==> src/rtl/lsu_subword.sv <==
// Purpose: RV32I load/store unit that turns byte/half/word accesses into whole-word
//          accesses on a single-port data memory; sub-word stores use read-modify-write.
// Latency: loads and errors respond 1 cycle after accept; stores write and respond in
//          the following WRITE cycle.
// Backpressure: req_ready drops for the WRITE cycle of a store; loads sustain 1/cycle.
//
// Ports:
//   clk, rst          clock; synchronous active-low reset
//   req_valid/ready   request handshake; req_we, funct3, addr, wdata describe the access
//   rsp_valid/err     one-cycle response pulse; err flags misaligned or illegal funct3
//   rdata             extended load result (0 for stores and errors, held otherwise)
//   mem_A/WD/WE/RD    word-indexed data memory port (RD is combinational)
module lsu_subword #(
  parameter int MEM_AW = 10
) (
  input  logic        clk,
  input  logic        rst,
  input  logic        req_valid,
  output logic        req_ready,
  input  logic        req_we,
  input  logic [2:0]  funct3,
  input  logic [31:0] addr,
  input  logic [31:0] wdata,
  output logic        rsp_valid,
  output logic        rsp_err,
  output logic [31:0] rdata,
  output logic [31:0] mem_A,
  output logic [31:0] mem_WD,
  output logic        mem_WE,
  input  logic [31:0] mem_RD
);

  typedef enum logic {
    S_IDLE  = 1'b0,
    S_WRITE = 1'b1
  } state_t;

  state_t            r_state;
  state_t            w_state_nxt;

  logic [MEM_AW-1:0] r_idx;
  logic [31:0]       r_merged;
  logic [31:0]       r_rdata;
  logic              r_rsp_valid;
  logic              r_rsp_err;

  logic [MEM_AW-1:0] w_idx;
  logic [MEM_AW-1:0] w_mem_idx;
  logic [1:0]        w_off;
  logic [1:0]        w_size;
  logic              w_unsigned;
  logic              w_f3_legal;
  logic              w_misaligned;
  logic              w_err;
  logic [7:0]        w_byte;
  logic [15:0]       w_half;
  logic [31:0]       w_load;
  logic [31:0]       w_merged;
  logic              w_take_load;
  logic              w_take_store;
  logic              w_take_err;
  logic              w_unused_addr;

  // Address bits above the memory range are dropped so accesses wrap.
  assign w_idx         = addr[MEM_AW+1:2];
  assign w_unused_addr = ^addr[31:MEM_AW+2];
  assign w_off         = addr[1:0];
  assign w_size        = funct3[1:0];
  assign w_unsigned    = funct3[2];

  // ---------------------------------------------------------------------------
  // Request decode
  // ---------------------------------------------------------------------------
  // Loads allow 000/001/010/100/101; stores only 000/001/010. Size code 11 is
  // never legal, and the unsigned bit is meaningless for words and stores.
  always_comb begin
    if (req_we) begin
      w_f3_legal = !funct3[2] && (w_size != 2'b11);
    end else begin
      w_f3_legal = (w_size != 2'b11) && !(funct3[2] && funct3[1]);
    end
  end

  assign w_misaligned = ((w_size == 2'b01) && w_off[0]) ||
                        ((w_size == 2'b10) && (w_off != 2'b00));
  assign w_err        = !w_f3_legal || w_misaligned;

  // ---------------------------------------------------------------------------
  // Load lane select and extension
  // ---------------------------------------------------------------------------
  always_comb begin
    w_byte = mem_RD[{w_off, 3'b000} +: 8];
    w_half = w_off[1] ? mem_RD[31:16] : mem_RD[15:0];
    w_load = mem_RD;
    case (w_size)
      2'b00:   w_load = {{24{!w_unsigned && w_byte[7]}}, w_byte};
      2'b01:   w_load = {{16{!w_unsigned && w_half[15]}}, w_half};
      default: w_load = mem_RD;
    endcase
  end

  // ---------------------------------------------------------------------------
  // Store merge: insert the new lane into the word currently in memory
  // ---------------------------------------------------------------------------
  always_comb begin
    w_merged = mem_RD;
    case (w_size)
      2'b00: w_merged[{w_off, 3'b000} +: 8] = wdata[7:0];
      2'b01: begin
        if (w_off[1]) begin
          w_merged[31:16] = wdata[15:0];
        end else begin
          w_merged[15:0] = wdata[15:0];
        end
      end
      default: w_merged = wdata;
    endcase
  end

  // ---------------------------------------------------------------------------
  // FSM: next state and accept classification
  // ---------------------------------------------------------------------------
  always_comb begin
    w_state_nxt  = r_state;
    w_take_load  = 1'b0;
    w_take_store = 1'b0;
    w_take_err   = 1'b0;
    case (r_state)
      S_IDLE: begin
        if (req_valid) begin
          if (w_err) begin
            w_take_err = 1'b1;
          end else if (req_we) begin
            w_take_store = 1'b1;
            w_state_nxt  = S_WRITE;
          end else begin
            w_take_load = 1'b1;
          end
        end
      end
      S_WRITE: begin
        w_state_nxt = S_IDLE;
      end
    endcase
  end

  // ---------------------------------------------------------------------------
  // State and registered response
  // ---------------------------------------------------------------------------
  always_ff @(posedge clk) begin
    if (!rst) begin
      r_state     <= S_IDLE;
      r_rsp_valid <= 1'b0;
      r_rsp_err   <= 1'b0;
      r_rdata     <= 32'h0;
      r_merged    <= 32'h0;
      r_idx       <= '0;
    end else begin
      r_state     <= w_state_nxt;
      // A store's response is reported during its WRITE cycle.
      r_rsp_valid <= w_take_load || w_take_store || w_take_err;
      r_rsp_err   <= w_take_err;
      if (w_take_load) begin
        r_rdata <= w_load;
      end else if (w_take_store || w_take_err) begin
        r_rdata <= 32'h0;
      end
      if (w_take_store) begin
        r_merged <= w_merged;
        r_idx    <= w_idx;
      end
    end
  end

  // ---------------------------------------------------------------------------
  // Outputs
  // ---------------------------------------------------------------------------
  assign req_ready = (r_state == S_IDLE);

  // In WRITE the address comes from the register: the requester may already
  // be presenting the next access on addr.
  assign w_mem_idx = (r_state == S_IDLE) ? w_idx : r_idx;
  assign mem_A     = {{(32-MEM_AW){1'b0}}, w_mem_idx};
  assign mem_WD    = r_merged;

  // Reset asserted during WRITE must abort the write and its response within
  // the same cycle, so both are qualified by rst combinationally.
  assign mem_WE    = (r_state == S_WRITE) && rst;
  assign rsp_valid = r_rsp_valid && rst;
  assign rsp_err   = r_rsp_err && rst;
  assign rdata     = r_rdata;

endmodule

==> config.mk <==
export PLATFORM = sky130hd
export DESIGN_NAME = lsu_subword
export DESIGN_NICKNAME = d
export VERILOG_FILES = /design/src/rtl/lsu_subword.sv
export SDC_FILE = /design/constraint.sdc
export NUM_CORES = 1
export LEC_CHECK = 0
export BUFFER_PORTS_ARGS = -buffer_cell sky130_fd_sc_hd__buf_2
export CORE_ASPECT_RATIO = 0.75
export CORE_MARGIN = 1.5
export CORE_UTILIZATION = 45
export CTS_CLUSTER_SIZE = 20
export DETAILED_ROUTE_END_ITERATION = 10
export PLACE_DENSITY = 0.82
export SLEW_MARGIN = 0
export SYNTH_ARGS = -nofsm -noshare
export SYNTH_HDL_FRONTEND = slang
export SYNTH_SLANG_ARGS = --single-unit
==> constraint.sdc <==
create_clock -name clk -period 6.8 [get_ports clk]
set_clock_uncertainty 0.1 [all_clocks]
set_input_delay 0.34 -clock clk [delete_from_list [all_inputs] [get_ports clk]]
set_output_delay 0.34 -clock clk [all_outputs]
set_load 0.02 [all_outputs]
Word level (Yosys, flattened, before mapping)
Cells that the tools add are included.

storage, ports and cells
  bits in registers = 77
  bits of input ports = 103
  logic and storage cells = 57

operators by class
  mux-type cells = 22
  bitwise operators = 1
  reductions and logical operators = 21
  $add $sub $neg = 1
  shift operators = 3
  equality and inequality tests = 3

operators by type and width
  kind                      number
  $pmux W32 S2              2
  $mux W32                  2
  $mux W16                  3
  $bwmux W32                1
  $shift A8 B7 Y32 const A  1
  $shiftx A32 B6 Y8         1
  $shiftx A8 B7 Y32         1
  $mux W1                   12
  $logic_and A1 B1 Y1       10
  $mux W10                  1
  $neg A5 Y7                1
  $logic_or A1 B1 Y1        5
  $reduce_bool A2 Y1        2
  $logic_not A1 Y1          3
  $eq A2 B1 Y1 const B      1
  $eq A2 B2 Y1 const B      1
  $logic_not A2 Y1          1
  $ne A2 B2 Y1 const B      1
  $pmux W1 S2               1
  $not A1 Y1                1

Longest topological paths before layout
  depth after elaboration = 12
  mapped depth = 11
  depth with buffers taken out = 6

Worst setup path before layout
No wires, ideal clock.

  kind = in2reg
  start = input addr[1]
  end = register r_merged[12], in the netlist mem_WD[12]
  cell stages on the path = 9
  arrival = 2545 ps
  path slack = 4085 ps
  cell sequence = buf_2 -> buf_2 -> clkbuf_1 -> inv_1 -> ha_1 -> or4b_1 -> nor2_1 -> a222oi_1 -> a21oi_1

between the ends
  cells in the longest elaborated chain, start to end = 7
  elaborated cells between the ends (all ways) = 13
  those cells by class = add/sub (1); shift (2); mux (6); reduce/logical (4)

ends and longest elaborated chain
  element                                                             RTL line  text
  start: declaration                                                  22        input logic [31:0] addr,
  parallel branches: the longest is 7 deep, another holds $neg A5 Y7  n/a
  end signal: assignment                                              169       r_merged <= w_merged;
  end: declaration                                                    42        logic [31:0] r_merged;

Parallel ways; which one is timed is not known.
A chain may end at the register's enable or synchronous reset.

Worst setup path in the final report
Same ends and word-level chain as after synthesis.

==> out/summary.md <==
The run finished with clean final reports. Post-synthesis register bit count: 77. The post-synthesis cell type with the largest combined area is sky130_fd_sc_hd__dfxtp_1. The logs give 9230 sq um for the core area and 10.2 mm for the HPWL reported at the end of detailed placement.

The logs give 1.37 mm for the routed length on met3 and 77 for the total clock sinks. The H-tree was split into 3 levels. The total vias in the final route is 4541. The dominant synthesized flop cell was sky130_fd_sc_hd__dfxtp_1. The post-route minimum period works out to 2850 ps.

Power spread over the standard cell area amounts to 225 nW/um^2. The run gives 492 as the gate count after technology mapping. At the end of routability-driven placement, the weighted congestion stood at 0.956. The final count of pins violating max slew is 0, and the compound-gate portion of the synthesized area is 28.3%. For this design the static power due to leakage is 2.51 nW.

The multi-input combinational cells in the finished layout cover a total of 2510 sq um. The cell area that synthesis handed to floorplanning was 4370 sq um. The insertion delay of the later-clocked pin in the worst-skew pair was 330 ps; the die outline area was 10300 sq um. The violation count after the first detailed-route iteration is 480, and the horizontal extent of the die is 117 um.

Wires add up to 14.2 mm. The worst path uses 41.9% of the clock period. The run gives 1540 sq um as the sequential standard cell area. The worst hold path belongs to the class in2reg. After detailed routing, the number of remaining DRC violations is 0.

The pin count of the biggest net entering global routing is 76. The first global-routing pass estimated 21.0 mm of wire. Among all cell types in the netlist, the one instantiated most often is sky130_fd_sc_hd__dfxtp_1.

For the quantity of hold-fixing buffers added after cts, the log shows 0. Dividing the detail-routed wire length by the instance count gives 18.7 um. Using the TritonRoute via totals, the vias-per-cell ratio works out to 5.98. The sum of internal, switching and leakage power was 1.22 mW; the total met2 wirelength after detailed routing was 6.45 mm.

Setup repair after global routing left no endpoint under its margin. The adder and majority gate portion of the synthesized area came out at 1.43%. Start-to-end type of the worst setup path: in2reg.

The tools report the filler cell count in the final layout as 851. A synthesized cell averages 8.88 sq um. The reported max-cap violation count was 0. For the final count of hold timing violations, the log shows 0.

After synthesis, the largest family of logic cells by area is compound AO/OA/AOI/OAI gates. The die is 88.3 um tall. The post-synthesis async set-or-reset flop share was 0%; the actual slew at the worst max-slew pin was 1210 ps.

The portion of netlist area occupied by mux cells works out to 11.0%. Of the post-synthesis cell area, the dominant cell type holds 35.3%. Before antenna repair, the detailed router went through 5 iterations. TritonCTS built the clock tree. The detailed router put a total of 5.89 mm of wire on met1.

The area growth from synthesis to layout is 23.8%. The number of nets in the layout was 734. After clock tree synthesis, the clock-pin slew on the worst setup and hold paths is 60 ps. The logs give 47.3% for the initial core utilization and 0 for the total of warnings raised by yosys. Maximum fanout along the worst path: 40. In the synthesized netlist, the cells that appear most often are 77 x sky130_fd_sc_hd__dfxtp_1, 37 x sky130_fd_sc_hd__a21oi_1, 29 x sky130_fd_sc_hd__a22o_1, 29 x sky130_fd_sc_hd__mux2i_1, 26 x sky130_fd_sc_hd__o21ai_0. Number of library cell types mapped by synthesis: 50. For this run, the top clock speed supported by timing is 351 MHz.

Data on the critical path arrives at its endpoint at 3020 ps. Routed signal wires occupy layers up through met5. The total of endpoints with negative setup slack in the final report was 0. The total grt overflow was 0; the simple-gate area share of the yosys netlist was 14.8%. Measured against its own limit, the worst slew margin works out to 18.9%. The library cell used as clock root buffer was sky130_fd_sc_hd__clkbuf_16. For the initial antenna violation count, the log shows 0.

Once the clock tree was built, the setup fixing pass inserted 0 buffers. The floorplan has 30 rows. The logs give 0 for the number of instances resized during post-cts repair and 2 for the maximum count of clock buffers along a single path. After synthesis, the cell types taking the most area are sky130_fd_sc_hd__dfxtp_1 35%, sky130_fd_sc_hd__mux2i_1 6.6%, sky130_fd_sc_hd__a22o_1 5.8%. The part of the Yosys area used for sequential elements was 35.3%; the parity-gate share of the synthesized area counting xor and xnor cells was 0%. The share of cells above drive strength 1 came out at 32.0%.

The total global-route track usage is 26.4%. The count of flip-flops with a built-in enable after synthesis is 0. 203 I/O pins were placed. The worst setup path is launched from a primary input. Nature of the critical path endpoint: a register.

The count of nets left with antenna violations once routing finished came out at 0. Setup total negative slack on the finished layout was measured at 0 ps. The number of global-route vias before repair came out at 4041. On the final layout, the worst hold slack is 182 ps. The number of clock buffers added by TritonCTS is 9. Port buffering added 160 buffers.

The highest ir drop seen on vdd was 0.106 mV; the final antenna diode count was 0. For the worst setup path, the data required time is 6970 ps.
-- cell type report --
cell class / count / area share [%]
Sequential cell: 77 / 28.5
Inverter: 11 / 0.763
Timing Repair Buffer: 163 / 15.2
Clock inverter: 6 / 1.73
Multi-Input combinational cell: 364 / 46.4
Tap cell: 128 / 2.96
Clock buffer: 10 / 4.42
-- sequential cells by signal, summed over array words and instances (netlist names) --
register and count:
mem_WD 32, r_idx 10, r_rsp_err 1, r_rsp_valid 1, r_state 1, rdata 32
-- power by group --
part	switching [mW]	internal, mW
logic	0.137	0.0797
clock network	0.194	0.334
registers	0.00672	0.464
-- final timing paths --
kind	from	endpoint	slack, ps	cells after the start
worst min-delay path	addr[7]	r_idx[5]$_SDFFE_PN0P_	180	3
worst max-delay path	addr[1]	mem_WD[12]$_SDFFE_PN0P_	3950	7
worst min register to register	rdata[3]$_SDFFE_PN0P_	rdata[3]$_SDFFE_PN0P_	350	2
worst max register to register	r_state$_SDFF_PN0_	rdata[22]$_SDFFE_PN0P_	4420	3
-- cells in the final DEF, fill, tap and decap left out, types with 2 or more instances in the layout --
master,instances
sky130_fd_sc_hd__buf_2,160
sky130_fd_sc_hd__dfxtp_1,77
sky130_fd_sc_hd__a21oi_1,37
sky130_fd_sc_hd__a22o_1,29
sky130_fd_sc_hd__mux2i_1,29
sky130_fd_sc_hd__o21ai_0,26
sky130_fd_sc_hd__nand2_1,25
sky130_fd_sc_hd__nand2b_1,24
sky130_fd_sc_hd__o21ai_1,23
sky130_fd_sc_hd__conb_1,22
sky130_fd_sc_hd__nor2b_1,17
sky130_fd_sc_hd__mux2_2,15
sky130_fd_sc_hd__nor2_1,14
sky130_fd_sc_hd__a222oi_1,14
sky130_fd_sc_hd__a221oi_1,12
sky130_fd_sc_hd__a22oi_1,12
sky130_fd_sc_hd__inv_1,11
sky130_fd_sc_hd__nand3_1,10
sky130_fd_sc_hd__clkbuf_16,9
sky130_fd_sc_hd__and2_1,6
sky130_fd_sc_hd__ha_1,5
sky130_fd_sc_hd__a21o_1,4
sky130_fd_sc_hd__nor4bb_1,4
sky130_fd_sc_hd__a31oi_1,4
sky130_fd_sc_hd__nor3_1,3
sky130_fd_sc_hd__o211ai_1,3
sky130_fd_sc_hd__buf_4,3
sky130_fd_sc_hd__o21bai_1,2
sky130_fd_sc_hd__o22ai_1,2
sky130_fd_sc_hd__o31ai_1,2
sky130_fd_sc_hd__o211a_1,2
sky130_fd_sc_hd__or4b_2,2
sky130_fd_sc_hd__bufinv_16,2
sky130_fd_sc_hd__inv_6,2
-- layer usage --
metal  up-vias  track usage (%)
met4         2             11.8
li1       2074                -
met5         -             3.33
met2       297             41.4
met1      2121             35.1
met3        47             5.41
-- critical path, stage by stage --
cell and delay [ps]:
sky130_fd_sc_hd__buf_2 630, sky130_fd_sc_hd__inv_1 190, sky130_fd_sc_hd__ha_1 390, sky130_fd_sc_hd__or4b_1 500, sky130_fd_sc_hd__nor2_1 520, sky130_fd_sc_hd__a222oi_1 230, sky130_fd_sc_hd__a21oi_1 200
-- through the flow --
stage,std cells,utilization (%),instance area [sq um],setup WS [ps]
floorplan,513,-,4450,4090
global placement,743,55.0,5080,3800
detailed placement,743,55.0,5080,3720
CTS,759,58.6,5410,4060
global route,759,58.6,5410,3830
finish,759,58.6,5410,3950
-- kinds of logic after synthesis --
group                    after synthesis
AO/OA/AOI/OAI                        178
adder cells (fa/ha/maj)                5
buffers and inverters                 72
flip-flops                            77
multiplexers                          45
other                                  1
AND/OR/NAND/NOR                      114
(Power assumes the default switching activity.)
